## src/rtl/stw_bist_controller_pkg.sv

```systemverilog
// stw_bist_controller_pkg: FSM state encoding and the fixed STW pattern table.
package stw_bist_controller_pkg;
  typedef enum logic [2:0] {
    IDLE  = 3'd0,
    LOAD  = 3'd1,
    START = 3'd2,
    WAIT  = 3'd3,
    DONE  = 3'd4
  } state_e;
  localparam logic [3:0][15:0] PAT_OP1 = {16'h00FF, 16'h5555, 16'hFFFF, 16'h0003};
  localparam logic [3:0][15:0] PAT_OP2 = {16'h0100, 16'h0002, 16'h0001, 16'h0005};
  localparam logic [3:0][15:0] PAT_ADD = {16'h00FF, 16'h0000, 16'h0001, 16'h0007};
endpackage

```

## src/rtl/stw_bist_controller_pattern_rom.sv

```systemverilog
// stw_pattern_rom: combinational map from pattern index to {op1, op2, add, expected MAC}.
module stw_pattern_rom
  import stw_bist_controller_pkg::*;
#(
  parameter int WORD_SIZE = 16
) (
  input  logic [1:0]           idx_i,
  output logic [WORD_SIZE-1:0] op1_o,
  output logic [WORD_SIZE-1:0] op2_o,
  output logic [WORD_SIZE-1:0] add_o,
  output logic [WORD_SIZE-1:0] exp_o
);
  assign op1_o = WORD_SIZE'(PAT_OP1[idx_i]);
  assign op2_o = WORD_SIZE'(PAT_OP2[idx_i]);
  assign add_o = WORD_SIZE'(PAT_ADD[idx_i]);
  assign exp_o = op1_o * op2_o + add_o;
endmodule

```

## src/rtl/stw_bist_controller.sv

```systemverilog
// stw_bist_controller: steps the STW pattern table through the array and collects a sticky fault map.
// Optional WAIT watchdog enabled by defining STW_TIMEOUT_EN.
module stw_bist_controller
  import stw_bist_controller_pkg::*;
#(
  parameter int ROWS           = 4,
  parameter int COLS           = 4,
  parameter int WORD_SIZE      = 16,
  parameter int NUM_PATTERNS   = 4,
  parameter int TIMEOUT_CYCLES = 64
) (
  input  logic                   clk,
  input  logic                   rst,
  input  logic                   bist_start,
  input  logic                   bist_abort,
  output logic [WORD_SIZE-1:0]   STW_mult_op1,
  output logic [WORD_SIZE-1:0]   STW_mult_op2,
  output logic [WORD_SIZE-1:0]   STW_add_op,
  output logic [WORD_SIZE-1:0]   STW_expected,
  output logic                   STW_test_load_en,
  output logic                   STW_start,
  input  logic                   STW_complete_out,
  input  logic [ROWS*COLS-1:0]   STW_result_mat,
  output logic                   array_test_mode,
  output logic                   bist_busy,
  output logic                   bist_done,
  output logic                   bist_pass,
  output logic                   timeout_err,
  output logic [ROWS*COLS-1:0]   fault_map
);
  localparam int N = ROWS * COLS;
  state_e               state_q, state_d;
  logic [3:0]           pat_q, pat_d;
  logic                 armed_q, armed_d, pass_q, pass_d, terr_q, terr_d;
  logic                 accept, last, expire;
  logic [N-1:0]         fmap_q, fmap_d;
  logic [WORD_SIZE-1:0] op1_q, op2_q, add_q, exp_q;
  logic [WORD_SIZE-1:0] rom_op1, rom_op2, rom_add, rom_exp;

  stw_pattern_rom #(.WORD_SIZE(WORD_SIZE)) u_rom (
    .idx_i(pat_d[1:0]),
    .op1_o(rom_op1),
    .op2_o(rom_op2),
    .add_o(rom_add),
    .exp_o(rom_exp)
  );

  // Complete counts only after it has been seen low in this WAIT, so a stale one is ignored.
  assign accept = state_q == WAIT && armed_q && STW_complete_out;
  assign last   = pat_q == 4'(NUM_PATTERNS - 1);

`ifdef STW_TIMEOUT_EN
  localparam int TW = $clog2(TIMEOUT_CYCLES + 1);
  logic [TW-1:0] cnt_q;
  assign expire = state_q == WAIT && cnt_q == TW'(TIMEOUT_CYCLES - 1);
  always_ff @(posedge clk) cnt_q <= (rst || state_q != WAIT) ? '0 : cnt_q + 1'b1;
`else
  assign expire = TIMEOUT_CYCLES < 0;
`endif

  always_comb begin
    state_d = state_q;
    pat_d   = pat_q;
    armed_d = armed_q;
    fmap_d  = fmap_q;
    terr_d  = terr_q;
    pass_d  = pass_q;
    if (state_q != IDLE && bist_abort) state_d = IDLE;
    else begin
      case (state_q)
        IDLE: if (bist_start && !bist_abort) begin
          state_d = LOAD;
          pat_d   = '0;
          fmap_d  = '0;
          terr_d  = 1'b0;
          pass_d  = 1'b0;
        end
        LOAD: state_d = START;
        START: begin
          state_d = WAIT;
          armed_d = 1'b0;
        end
        WAIT: begin
          armed_d = armed_q | ~STW_complete_out;
          if (accept) begin
            fmap_d  = fmap_q | STW_result_mat;
            state_d = last ? DONE : LOAD;
            pat_d   = last ? pat_q : pat_q + 4'd1;
          end else if (expire) begin
            terr_d  = 1'b1;
            fmap_d  = '1;
            state_d = DONE;
          end
        end
        default: state_d = IDLE;
      endcase
    end
    if (state_d == DONE && state_q != DONE) pass_d = fmap_d == '0 && !terr_d;
  end

  always_ff @(posedge clk) begin
    if (rst) begin
      state_q <= IDLE;
      pat_q   <= '0;
      armed_q <= 1'b0;
      fmap_q  <= '0;
      terr_q  <= 1'b0;
      pass_q  <= 1'b0;
      op1_q   <= '0;
      op2_q   <= '0;
      add_q   <= '0;
      exp_q   <= '0;
    end else begin
      state_q <= state_d;
      pat_q   <= pat_d;
      armed_q <= armed_d;
      fmap_q  <= fmap_d;
      terr_q  <= terr_d;
      pass_q  <= pass_d;
      if (state_d == LOAD) begin
        op1_q <= rom_op1;
        op2_q <= rom_op2;
        add_q <= rom_add;
        exp_q <= rom_exp;
      end
    end
  end

  assign STW_mult_op1     = op1_q;
  assign STW_mult_op2     = op2_q;
  assign STW_add_op       = add_q;
  assign STW_expected     = exp_q;
  assign STW_test_load_en = state_q == LOAD;
  assign STW_start        = state_q == START;
  assign bist_busy        = state_q != IDLE;
  assign array_test_mode  = bist_busy;
  assign bist_done        = state_q == DONE && !bist_abort;
  assign bist_pass        = pass_q;
  assign timeout_err      = terr_q;
  assign fault_map        = fmap_q;
endmodule

```

## config.mk

```make
export PLATFORM = sky130hd
export DESIGN_NAME = stw_bist_controller
export DESIGN_NICKNAME = d
export VERILOG_FILES = /design/src/rtl/stw_bist_controller_pkg.sv /design/src/rtl/stw_bist_controller_pattern_rom.sv /design/src/rtl/stw_bist_controller.sv
export SDC_FILE = /design/constraint.sdc
export NUM_CORES = 1
export LEC_CHECK = 0
export ABC_AREA = 1
export BUFFER_PORTS_ARGS = -buffer_cell sky130_fd_sc_hd__buf_2
export CAP_MARGIN = 5
export CELL_PAD_IN_SITES_DETAIL_PLACEMENT = 0
export CELL_PAD_IN_SITES_GLOBAL_PLACEMENT = 1
export CORE_MARGIN = 2
export CORE_UTILIZATION = 35
export CTS_BUF_LIST = sky130_fd_sc_hd__clkbuf_4 sky130_fd_sc_hd__clkbuf_8
export CTS_CLUSTER_SIZE = 10
export DETAILED_ROUTE_END_ITERATION = 16
export HOLD_SLACK_MARGIN = 0.06
export PLACE_DENSITY_LB_ADDON = 0.08
export SKIP_CTS_REPAIR_TIMING = 1
export SLEW_MARGIN = 20
export SYNTH_ARGS = -nofsm -noshare
export SYNTH_HDL_FRONTEND = slang
export SYNTH_SLANG_ARGS = --single-unit
```

## constraint.sdc

```tcl
create_clock -name clk -period 5.7 [get_ports clk]
set_clock_uncertainty 0.2 [all_clocks]
set_input_delay 0.855 -clock clk [delete_from_list [all_inputs] [get_ports clk]]
set_output_delay 0.855 -clock clk [all_outputs]
set_load 0.05 [all_outputs]
```

==> impl_metrics.csv, run 1 <==
group,metric,value,unit
global_routing,globalRoute.totalOverflow,0,
placed_design,placed_cells,439,
synth,synthTopCellsByArea,"dfxtp_1 35%, buf_4 18%, nand2_1 9.6%, nor2_1 8.9%, a21oi_1 5.6%",
die,die_h,83.7,microns
synth,yosysTopAreaCellShare,35.1,%
synth,synth_seq_area_share,35.1,%
global_routing,grt_usage,13.6,%
synth,syn_area,2220,sq um
sta,setup_viol,0,
detailed_routing,viasPerCell,4.29,
clock_network,cts.sinks,39,
global_routing,grt_first_pass_wirelength,7.70,mm
synth,synth_common_cells,"57 x nand2_1, 54 x buf_4, 53 x nor2_1",
placed_design,gp_congestion,0.726,
cells_and_area,nNetsFinal,398,
detailed_routing,avgRoutedWirePerCell,10.5,microns
sta,relSlewSlack,61.6,%
synth,async_flop_share,0,%
sta,finalHoldViolCount,0,
sta,worst_slew_pin_slew,575,ps
worst_hold_path,hold_start,"timeout_err",
die,boundaryPins,108,
detailed_routing,drc,0,
sta,setup_tns,0,ps
sta,drv_slew,0,
worst_setup_path,criticalPathCategory,"input pin to register",
power,ir_worst_vdd,0.146,mV
sta,fmaxAchievable,0.351,GHz
die,initial_core_util,35.6,%
detailed_routing,vias,1918,
sta,period_share,50.0,%
worst_setup_path,crit_path_start_kind,"input pin",
global_routing,antenna_found_initial,0,
global_routing,grt_max_degree,31,
detailed_routing,first_pass_iters,4,
die,rows,29,
global_routing,first_global_vias,1669,
worst_setup_path,critPathMaxFanout,16,
detailed_routing,drt_wl_total,4.71,mm
synth,synth_edf_count,0,
die,chipWidth,83.7,microns
detailed_routing,ant_nets,0,
power,power_density,302,nW/um^2
worst_setup_path,worstPathRequired,5730,ps
worst_setup_path,reg2reg_from,"state_q[1]",
clock_network,cts-htree-levels,2,
die,die-area,7010,sq um
sta,post-route-min-period,2850,ps
run,cap_violations,0,
worst_hold_path,holdCritPathClass,"register to register",
synth,ys_types,23,
cells_and_area,final_cells,447,
clock_network,cts_tree,"built",
placed_design,dp_hpwl,3.51,mm
synth,postSynthAreaPerCell,7.04,sq um
synth,yosys.area.top_type,"dfxtp_1",
clock_network,numCtsBuffers,5,
worst_setup_path,endpoint_kind,"register",
clock_network,insertion_delay,300,ps
cells_and_area,drive_above_1_share,30.3,%
placed_design,io_buffers,87,
sta,rsz0062_at_grt,"no",
clock_network,clk_path_buf_depth,2,
clock_network,cts_root_buf,"clkbuf_8",
die,core-area,6240,sq um
synth,ys_warn_count,0,
worst_setup_path,r2r_slack,3040,ps
power,leakagePower,1.43,nW
worst_setup_path,critPathArrivalTime,2870,ps
outcome,outcome,"complete, no violations",
worst_setup_path,critPathLaunch,"bist_abort",
synth,ys_ff_latch,39,
synth,syn_inst,316,
detailed_routing,drtIter0Drc,53,
clock_network,clk_pin_slew,80,ps
cells_and_area,diodes,0,
synth,synth_most_common_cell,"nand2_1",
synth,synthFlopType,"dfxtp_1",
cells_and_area,area_growth_syn_to_layout,12.2,%
-- per-stage QoR --
| stage | power (mW) | setup slack, ps | hold WS (ps) | instance area [sq um] | utilization [%] |
|---|---|---|---|---|---|
| finish | 0.754 | 2850 | 258 | 2500 | 40.0 |
| global route | 0.786 | 2540 | 295 | 2500 | 40.0 |
| CTS | 0.763 | 2790 | 263 | 2500 | 40.0 |
| detailed placement | 0.529 | 2490 | 251 | 2380 | 38.2 |
| global placement | 0.529 | 2560 | 252 | 2380 | 38.2 |
| floorplan | 0.520 | 3010 | 261 | 2300 | - |
-- power by group --
| part | switching, mW | leakage [nW] | internal (mW) | total [mW] |
|---|---|---|---|---|
| Sequential | 0.0101 | 0.317 | 0.284 | 0.294 |
| Combinational | 0.187 | 1.06 | 0.0394 | 0.226 |
| Clock | 0.103 | 0.0581 | 0.130 | 0.234 |
-- critical path, stage by stage --
cell and delay (ps):
buf_2 120, nor2_1 160, nand2_2 240, nand2_1 140, nand2_2 160, nor2_1 180
inv_1 50, o21ai_1 220, inv_1 150, ha_1 290, nor2_1 130, inv_1 50
a21oi_1 100
-- per-layer routing --
layer / vias up / GRT usage, % / wire length [microns]
li1: 1025 / - / -
met1: 826 / 18.2 / 2320
met2: 61 / 21.2 / 2090
met3: 6 / 3.26 / 236
met4: 0 / 4.84 / 69
met5: - / 0 / 0
-- cell families after synthesis --
logic type / Yosys count / synth area share [%]
AO/OA/AOI/OAI: 40 / 9.50
XOR/XNOR: 1 / 0.394
AND/OR/NAND/NOR: 139 / 25.6
buffers and inverters: 88 / 24.7
adder cells (fa/ha/maj): 8 / 4.50
other: 1 / 0.169
flip-flops: 39 / 35.1
-- layout by cell type (no fill, tap or decap), types with 5 or more instances in the layout --
cell      netlist  final
nor3_1          5      5
conb_1          1     20
a21oi_1        25     25
dfxtp_1        39     39
nor2_1         53     53
inv_1          21     21
ha_1            8      8
o21ai_0         9      9
buf_2           1     87
nand3_1        14     14
inv_2           7      7
clkbuf_8        0      5
nand2_1        57     57
nand2_2         5      5
-- final timing paths --
| check | to | cells after the start |
|---|---|---|
| worst max-delay path | STW_mult_op1[14] | 13 |
| worst max register to register | STW_mult_op1[14] | 14 |
| worst min-delay path | timeout_err | 2 |
| worst min register to register | timeout_err | 2 |
-- registers in the layout, summed over array words and instances, names as in the netlist --
register / cells
state_q: 3
STW_mult_op2: 3
bist_pass: 1
armed_q: 1
timeout_err: 1
pat_q: 4
fault_map: 16
STW_expected: 4
STW_mult_op1: 6
-- layout make-up --
type / instances / area, sq um
well taps: 77 / 96.3
inverters: 28 / 105
repair buffers: 87 / 435
fillers: 708 / 3740
multi-input cells: 208 / 966
flip-flops and latches: 39 / 781
clock buffers: 5 / 68.8
clock inverters: 3 / 43.8
Power figures use the tool's default switching activity.
==> run 2, diff against run 1 <==
--- a/config.mk
+++ b/config.mk
@@ -11,7 +11,7 @@
 export CELL_PAD_IN_SITES_DETAIL_PLACEMENT = 0
 export CELL_PAD_IN_SITES_GLOBAL_PLACEMENT = 1
 export CORE_MARGIN = 2
-export CORE_UTILIZATION = 35
+export CORE_UTILIZATION = 32
 export CTS_BUF_LIST = sky130_fd_sc_hd__clkbuf_4 sky130_fd_sc_hd__clkbuf_8
 export CTS_CLUSTER_SIZE = 10
 export DETAILED_ROUTE_END_ITERATION = 16
==> constraint.sdc (replaced) <==
create_clock -name clk -period 2.8 [get_ports clk]
set_clock_uncertainty 0.2 [all_clocks]
set_input_delay 0.42 -clock clk [delete_from_list [all_inputs] [get_ports clk]]
set_output_delay 0.42 -clock clk [all_outputs]
set_load 0.05 [all_outputs]
==> run 2 against run 1 <==
Effect of this change:
- via count is 0.89% higher
- design area decreased by 0.10%
- cell count rose by 1.3%
- worst hold slack worse by 54 ps
- critical path type is now register to register
- critical endpoint unchanged
- largest cell class unchanged
==> impl_metrics.csv, run 2 (same netlist as run 1, synthesis figures left out) <==
group,metric,value,unit
global_routing,grt_first_pass_wirelength,7.73,mm
die,die-area,7640,sq um
die,rows,30,
power,internal_power,0.832,mW
die,chipWidth,87.4,microns
detailed_routing,viasPerCell,4.27,
worst_setup_path,cp_cell_sequence,"nand2_1, nor2_2, nand2_2, nor2_1, inv_2, nor2_2, nand2_1, nand2_1, inv_2, ha_1, nor2_1, inv_1, a21oi_1",
sta,setup_tns,0,ps
power,ir_worst_vdd,0.175,mV
sta,drv_slew,0,
placed_design,placed_cell_area,2410,sq um
power,power_density,578,nW/um^2
clock_network,clk_path_buf_depth,2,
global_routing,antenna_found_initial,0,
power,comb_power_share,32.3,%
worst_setup_path,crit_path_start_kind,"register",
cells_and_area,finish.utilization,36.9,%
clock_network,clk_pin_slew,80,ps
worst_setup_path,criticalPathCategory,"register to register",
cells_and_area,drive_above_1_share,30.8,%
sta,fmaxAchievable,0.410,GHz
outcome,outcome,"complete, no violations",
worst_setup_path,r2r_slack,360,ps
die,boundaryPins,108,
cells_and_area,diodes,0,
cells_and_area,final_area,2490,sq um
sta,setup_viol,0,
global_routing,grt_max_degree,30,
die,core-area,6760,sq um
clock_network,cts_root_buf,"clkbuf_8",
worst_setup_path,cpMostUsedCell,"nand2_1",
run,cap_violations,0,
cells_and_area,largest_reg_flops,16,
clock_network,numCtsBuffers,5,
global_routing,globalRoute.totalOverflow,0,
worst_hold_path,hold_start,"STW_result_mat[8]",
global_routing,grt_usage,12.9,%
worst_setup_path,crit_buf_inv,3,
worst_setup_path,r2r_cells,13,
worst_setup_path,worstPathRequired,2830,ps
global_routing,first_global_vias,1648,
detailed_routing,drtIter0Drc,58,
detailed_routing,drt_wl_total,4.97,mm
sta,post-route-min-period,2440,ps
worst_setup_path,reg2reg_from,"state_q[0]",
sta,period_share,87.2,%
placed_design,gp_congestion,0.780,
clock_network,cts_tree,"built",
die,initial_core_util,32.9,%
power,power,1.44,mW
worst_hold_path,hold_end,"fault_map[8]",
cells_and_area,final_cell_mix,"87 x buf_2, 57 x nand2_1, 53 x nor2_1, 39 x dfxtp_1, 25 x a21oi_1",
cells_and_area,fillers,767,
detailed_routing,drc,0,
worst_setup_path,critPathMaxFanout,9,
worst_hold_path,holdCritPathClass,"input pin to register",
detailed_routing,vias,1935,
detailed_routing,ant_nets,0,
sta,fin_ws,359,ps
die,die_h,87.4,microns
detailed_routing,first_pass_iters,4,
cells_and_area,area_growth_syn_to_layout,12.1,%
power,switching_share,42.3,%
cells_and_area,final_common_cell,"buf_2",
power,clockPowerShare,26.1,%
sta,finalHoldViolCount,0,
worst_hold_path,worstHoldPathCells,3,
worst_setup_path,crit_family,"simple AND/OR/NAND/NOR gates",
worst_setup_path,endpoint_kind,"register",
placed_design,place_ws,350,ps
placed_design,io_buffers,87,
detailed_routing,avgRoutedWirePerCell,11.0,microns
power,seqPwrFrac,41.6,%
power,power.net_switching,0.610,mW
worst_setup_path,r2r-end,"STW_mult_op1[14]",
worst_setup_path,critPathArrivalTime,2470,ps
cells_and_area,nNetsFinal,401,
worst_setup_path,cp_slowest_cell,"dfxtp_1",
clock_network,insertion_delay,300,ps
power,leakagePower,1.43,nW
clock_network,cts-htree-levels,2,
worst_setup_path,crit_path_max_incr_delay,450,ps
clock_network,cts.sinks,39,
sta,rsz0062_at_grt,"no",
placed_design,dp_hpwl,3.63,mm
[run 2: changes by cell type in the layout (fill, tap and decap cells not counted)]
cell	previous run	this run
buf_4	0	3
clkinv_2	1	3
bufinv_16	1	0
clkinv_4	1	0
[run 2: power by group through the flow]
| stage | clock, mW | sequential [mW] | combinational, mW |
|---|---|---|---|
| finish | 0.377 | 0.600 | 0.466 |
| global route | 0.412 | 0.605 | 0.497 |
| CTS | 0.395 | 0.600 | 0.470 |
| detailed placement | 0 | 0.613 | 0.469 |
| global placement | 0 | 0.613 | 0.471 |
| floorplan | 0 | 0.674 | 0.385 |
[run 2: how the worst max path moves through the flow]
stage | to | cells past startpoint | startpoint
finish | STW_mult_op1[14] | 13 | state_q[0]
global route | STW_mult_op1[14] | 13 | state_q[1]
CTS | STW_mult_op1[14] | 13 | state_q[1]
detailed placement | STW_mult_op1[14] | 14 | STW_complete_out
global placement | STW_mult_op1[14] | 13 | state_q[0]
floorplan | STW_mult_op1[14] | 14 | state_q[1]
[run 2: worst min-delay path: stages]
cell and delay, ps:
buf_2 100, nand3_1 80, a21oi_1 60
[run 2: area by class of cell]
class                      count  area (sq um)  share of cell area, %
multi-input combinational    208           966                   38.7
sequential                    39           781                   31.3
timing repair buffer          90           458                   18.4
inverter                      28           105                   4.21
tap                           80           100                   4.01
clock buffer                   5          68.8                   2.76
clock inverter                 3          15.0                  0.602
[run 2: per-stage QoR]
stage / hold WS [ps] / cells
finish: 204 / 453
global route: 208 / 453
CTS: 191 / 453
detailed placement: 254 / 445
global placement: 253 / 445
floorplan: 261 / 335
[run 2: per-layer routing]
| layer | track usage (%) | up-vias | share of wire (%) |
|---|---|---|---|
| met2 | 21.2 | 55 | 46 |
| met5 | 0 | - | 0 |
| met1 | 16.1 | 846 | 46 |
| li1 | - | 1027 | - |
| met4 | 4.62 | 0 | 1.4 |
| met3 | 3.60 | 7 | 5.7 |
==> run 3, diff against run 2 <==
--- a/config.mk
+++ b/config.mk
@@ -11,7 +11,7 @@
 export CELL_PAD_IN_SITES_DETAIL_PLACEMENT = 0
 export CELL_PAD_IN_SITES_GLOBAL_PLACEMENT = 1
 export CORE_MARGIN = 2
-export CORE_UTILIZATION = 32
+export CORE_UTILIZATION = 40
 export CTS_BUF_LIST = sky130_fd_sc_hd__clkbuf_4 sky130_fd_sc_hd__clkbuf_8
 export CTS_CLUSTER_SIZE = 10
 export DETAILED_ROUTE_END_ITERATION = 16
@@ -21,4 +21,5 @@
 export SLEW_MARGIN = 20
 export SYNTH_ARGS = -nofsm -noshare
 export SYNTH_HDL_FRONTEND = slang
+export SYNTH_HIERARCHICAL = 1
 export SYNTH_SLANG_ARGS = --single-unit
==> run 3 against run 2 <==
Effect of this change:
- combinational power grew 23%
- worst setup slack lost 16 ps
- global-route usage grew 4.7 points
- critical path depth grew 4
- sequential share of layout area grew 6.3 points
- sequential power grew 130%
- synthesized cell count grew 91%
- via count grew 90%
- critical endpoint is now STW_expected[7]
==> impl_metrics.csv, run 3 <==
group,metric,value,unit
outcome,outcome,"complete, no violations",
detailed_routing,drc,0,
synth,synthFlopType,"dfxtp_1",
cells_and_area,final_common_cell,"nand2_1",
global_routing,grt_max_degree,69,
clock_network,cts.sinks,90,
worst_hold_path,hold_start,"bist_abort",
sta,worst_slew_pin_slew,650,ps
worst_setup_path,cp_cell_sequence,"inv_4, nand3_4, nor2_1, nand2_1, nand2_1, nand3_2, inv_2, o21ai_0, o21ai_1, inv_1, buf_4, ha_1, inv_2, nand2_2, nand2_2, nand2_1, a21oi_1",
placed_design,place_ws,311,ps
die,boundaryPins,108,
worst_hold_path,hold_end,"armed_q",
sta,rsz0062_at_grt,"no",
synth,synth_most_common_cell,"nand2_1",
clock_network,cts_root_buf,"clkbuf_8",
cells_and_area,nNetsFinal,695,
sta,relSlewSlack,56.7,%
sta,period_share,87.8,%
detailed_routing,drt_wl_total,9.71,mm
power,ir_worst_vdd,0.283,mV
cells_and_area,finish.utilization,46.2,%
synth,postSynthAreaPerCell,7.14,sq um
detailed_routing,avgRoutedWirePerCell,12.0,microns
clock_network,numCtsBuffers,9,
detailed_routing,ant_nets,0,
worst_setup_path,critPathMaxFanout,7,
worst_setup_path,worstPathRequired,2890,ps
power,power_density,582,nW/um^2
worst_setup_path,cp_slowest_cell,"dfxtp_1",
synth,synth_common_cells,"207 x nand2_1, 90 x dfxtp_1, 83 x a21oi_1",
worst_setup_path,endpoint_kind,"register",
synth,synth_edf_count,0,
power,leakagePower,2.32,nW
sta,finalHoldViolCount,0,
clock_network,clk_pin_slew,90,ps
die,die-area,11600,sq um
worst_hold_path,worstHoldPathCells,3,
sta,drv_slew,0,
sta,setup_tns,0,ps
detailed_routing,first_pass_iters,4,
clock_network,clk_path_buf_depth,2,
clock_network,insertion_delay,360,ps
cells_and_area,fillers,1098,
global_routing,antenna_found_initial,0,
global_routing,grt_first_pass_wirelength,16.2,mm
placed_design,io_buffers,107,
cells_and_area,diodes,0,
cells_and_area,final_cell_mix,"207 x nand2_1, 107 x buf_2, 88 x dfxtp_1, 83 x a21oi_1, 40 x inv_1",
die,rows,37,
clock_network,cts-htree-levels,3,
global_routing,grt_usage,17.6,%
die,die_h,108,microns
global_routing,globalRoute.totalOverflow,0,
worst_setup_path,r2r_slack,340,ps
die,initial_core_util,41.4,%
synth,ys_types,31,
synth,ys_warn_count,6,
sta,fmaxAchievable,0.407,GHz
die,chipWidth,108,microns
placed_design,placed_cells,791,
synth,syn_inst,602,
worst_setup_path,cpMostUsedCell,"nand2_1",
global_routing,first_global_vias,3367,
worst_setup_path,crit_buf_inv,5,
die,core-area,10400,sq um
synth,syn_area,4300,sq um
cells_and_area,area_growth_syn_to_layout,11.6,%
worst_setup_path,critPathArrivalTime,2550,ps
run,cap_violations,0,
synth,synth_seq_area_share,41.9,%
sta,post-route-min-period,2460,ps
synth,synthTopCellsByArea,"dfxtp_1 42%, nand2_1 18%, buf_4 10%, a21oi_1 9.7%, inv_1 3.5%",
sta,setup_viol,0,
worst_setup_path,r2r-end,"STW_expected[7]",
cells_and_area,drive_above_1_share,22.8,%
detailed_routing,vias,3677,
detailed_routing,drtIter0Drc,192,
detailed_routing,viasPerCell,4.56,
synth,async_flop_share,0,%
placed_design,gp_congestion,0.792,
worst_setup_path,reg2reg_from,"state_q[2]",
synth,yosysTopAreaCellShare,41.9,%
cells_and_area,final_cells,806,
worst_setup_path,crit_path_max_incr_delay,380,ps
sta,fin_ws,343,ps
worst_setup_path,crit_family,"simple AND/OR/NAND/NOR gates",
synth,ys_ff_latch,90,
worst_setup_path,crit_path_start_kind,"register",
synth,yosys.area.top_type,"dfxtp_1",
worst_setup_path,criticalPathCategory,"register to register",
worst_setup_path,r2r_cells,17,
placed_design,dp_hpwl,6.68,mm
clock_network,cts_tree,"built",
worst_hold_path,holdCritPathClass,"input pin to register",
-- run 3: changes by cell type after synthesis, moves of 9 or more --
| cell | before | now |
|---|---|---|
| a21oi_1 | 25 | 83 |
| buf_2 | 1 | 12 |
| clkbuf_1 | 3 | 12 |
| dfxtp_1 | 39 | 90 |
| inv_1 | 21 | 40 |
| nand2_1 | 57 | 207 |
| nand3_1 | 14 | 23 |
| nor2_1 | 53 | 28 |
-- run 3: cell families after synthesis --
| kind of cell | count (synthesis) | share of synthesized area [%] |
|---|---|---|
| buf+inv | 129 | 16.9 |
| compound gates | 97 | 11.8 |
| fa+ha+maj | 8 | 2.33 |
| other cells | 2 | 0.175 |
| simple gates | 276 | 26.9 |
| flops | 90 | 41.9 |
-- run 3: area by class of cell --
type                    count  area [sq um]  area share, %
repair buffers            117           611           12.7
clock inverters             3          23.8          0.496
clock buffers              12           165           3.44
multi-input cells         402          1850           38.5
well taps                 136           170           3.55
inverters                  46           175           3.65
flip-flops and latches     90          1800           37.6
-- run 3: worst reg2reg max path, cell delays in order, from the launching register on --
cell	delay (ps)
dfxtp_1	380
inv_4	140
nand3_4	130
nor2_1	150
nand2_1	80
nand2_1	70
nand3_2	100
inv_2	70
o21ai_0	70
o21ai_1	110
inv_1	90
buf_4	160
ha_1	210
inv_2	60
nand2_2	40
nand2_2	120
nand2_1	70
a21oi_1	140
-- run 3: worst max path at each step --
stage	endpoint	depth (start not counted)	from
after CTS	STW_add_op[1]	12	state_q[2]
after floorplan	bist_done	2	state_q[2]
final	STW_expected[7]	17	state_q[2]
after global placement	STW_expected[5]	16	state_q[0]
after global routing	STW_add_op[1]	15	state_q[2]
after detailed placement	STW_expected[7]	16	state_q[0]
-- run 3: where the power goes --
part	leakage, nW	total (mW)	internal [mW]	switching, mW
Clock	0.0907	0.854	0.393	0.462
Combinational	1.50	0.572	0.125	0.448
Sequential	0.729	1.36	1.33	0.0320
Total	2.32	2.79	1.85	0.942
-- run 3: metal layers --
metal	share of wire [%]	global-route usage, %	vias up
met5	0	0	-
met2	44	27.1	79
met3	5.6	3.87	13
met1	49	23.9	1639
met4	1.6	6.96	0
li1	-	-	1946
-- run 3: per-stage QoR --
stage	hold slack [ps]	total power [mW]	area, sq um
floorplan	235	1.87	4370
global placement	249	1.97	4600
detailed placement	254	1.97	4600
CTS	202	2.83	4780
global route	230	2.93	4790
finish	211	2.79	4790
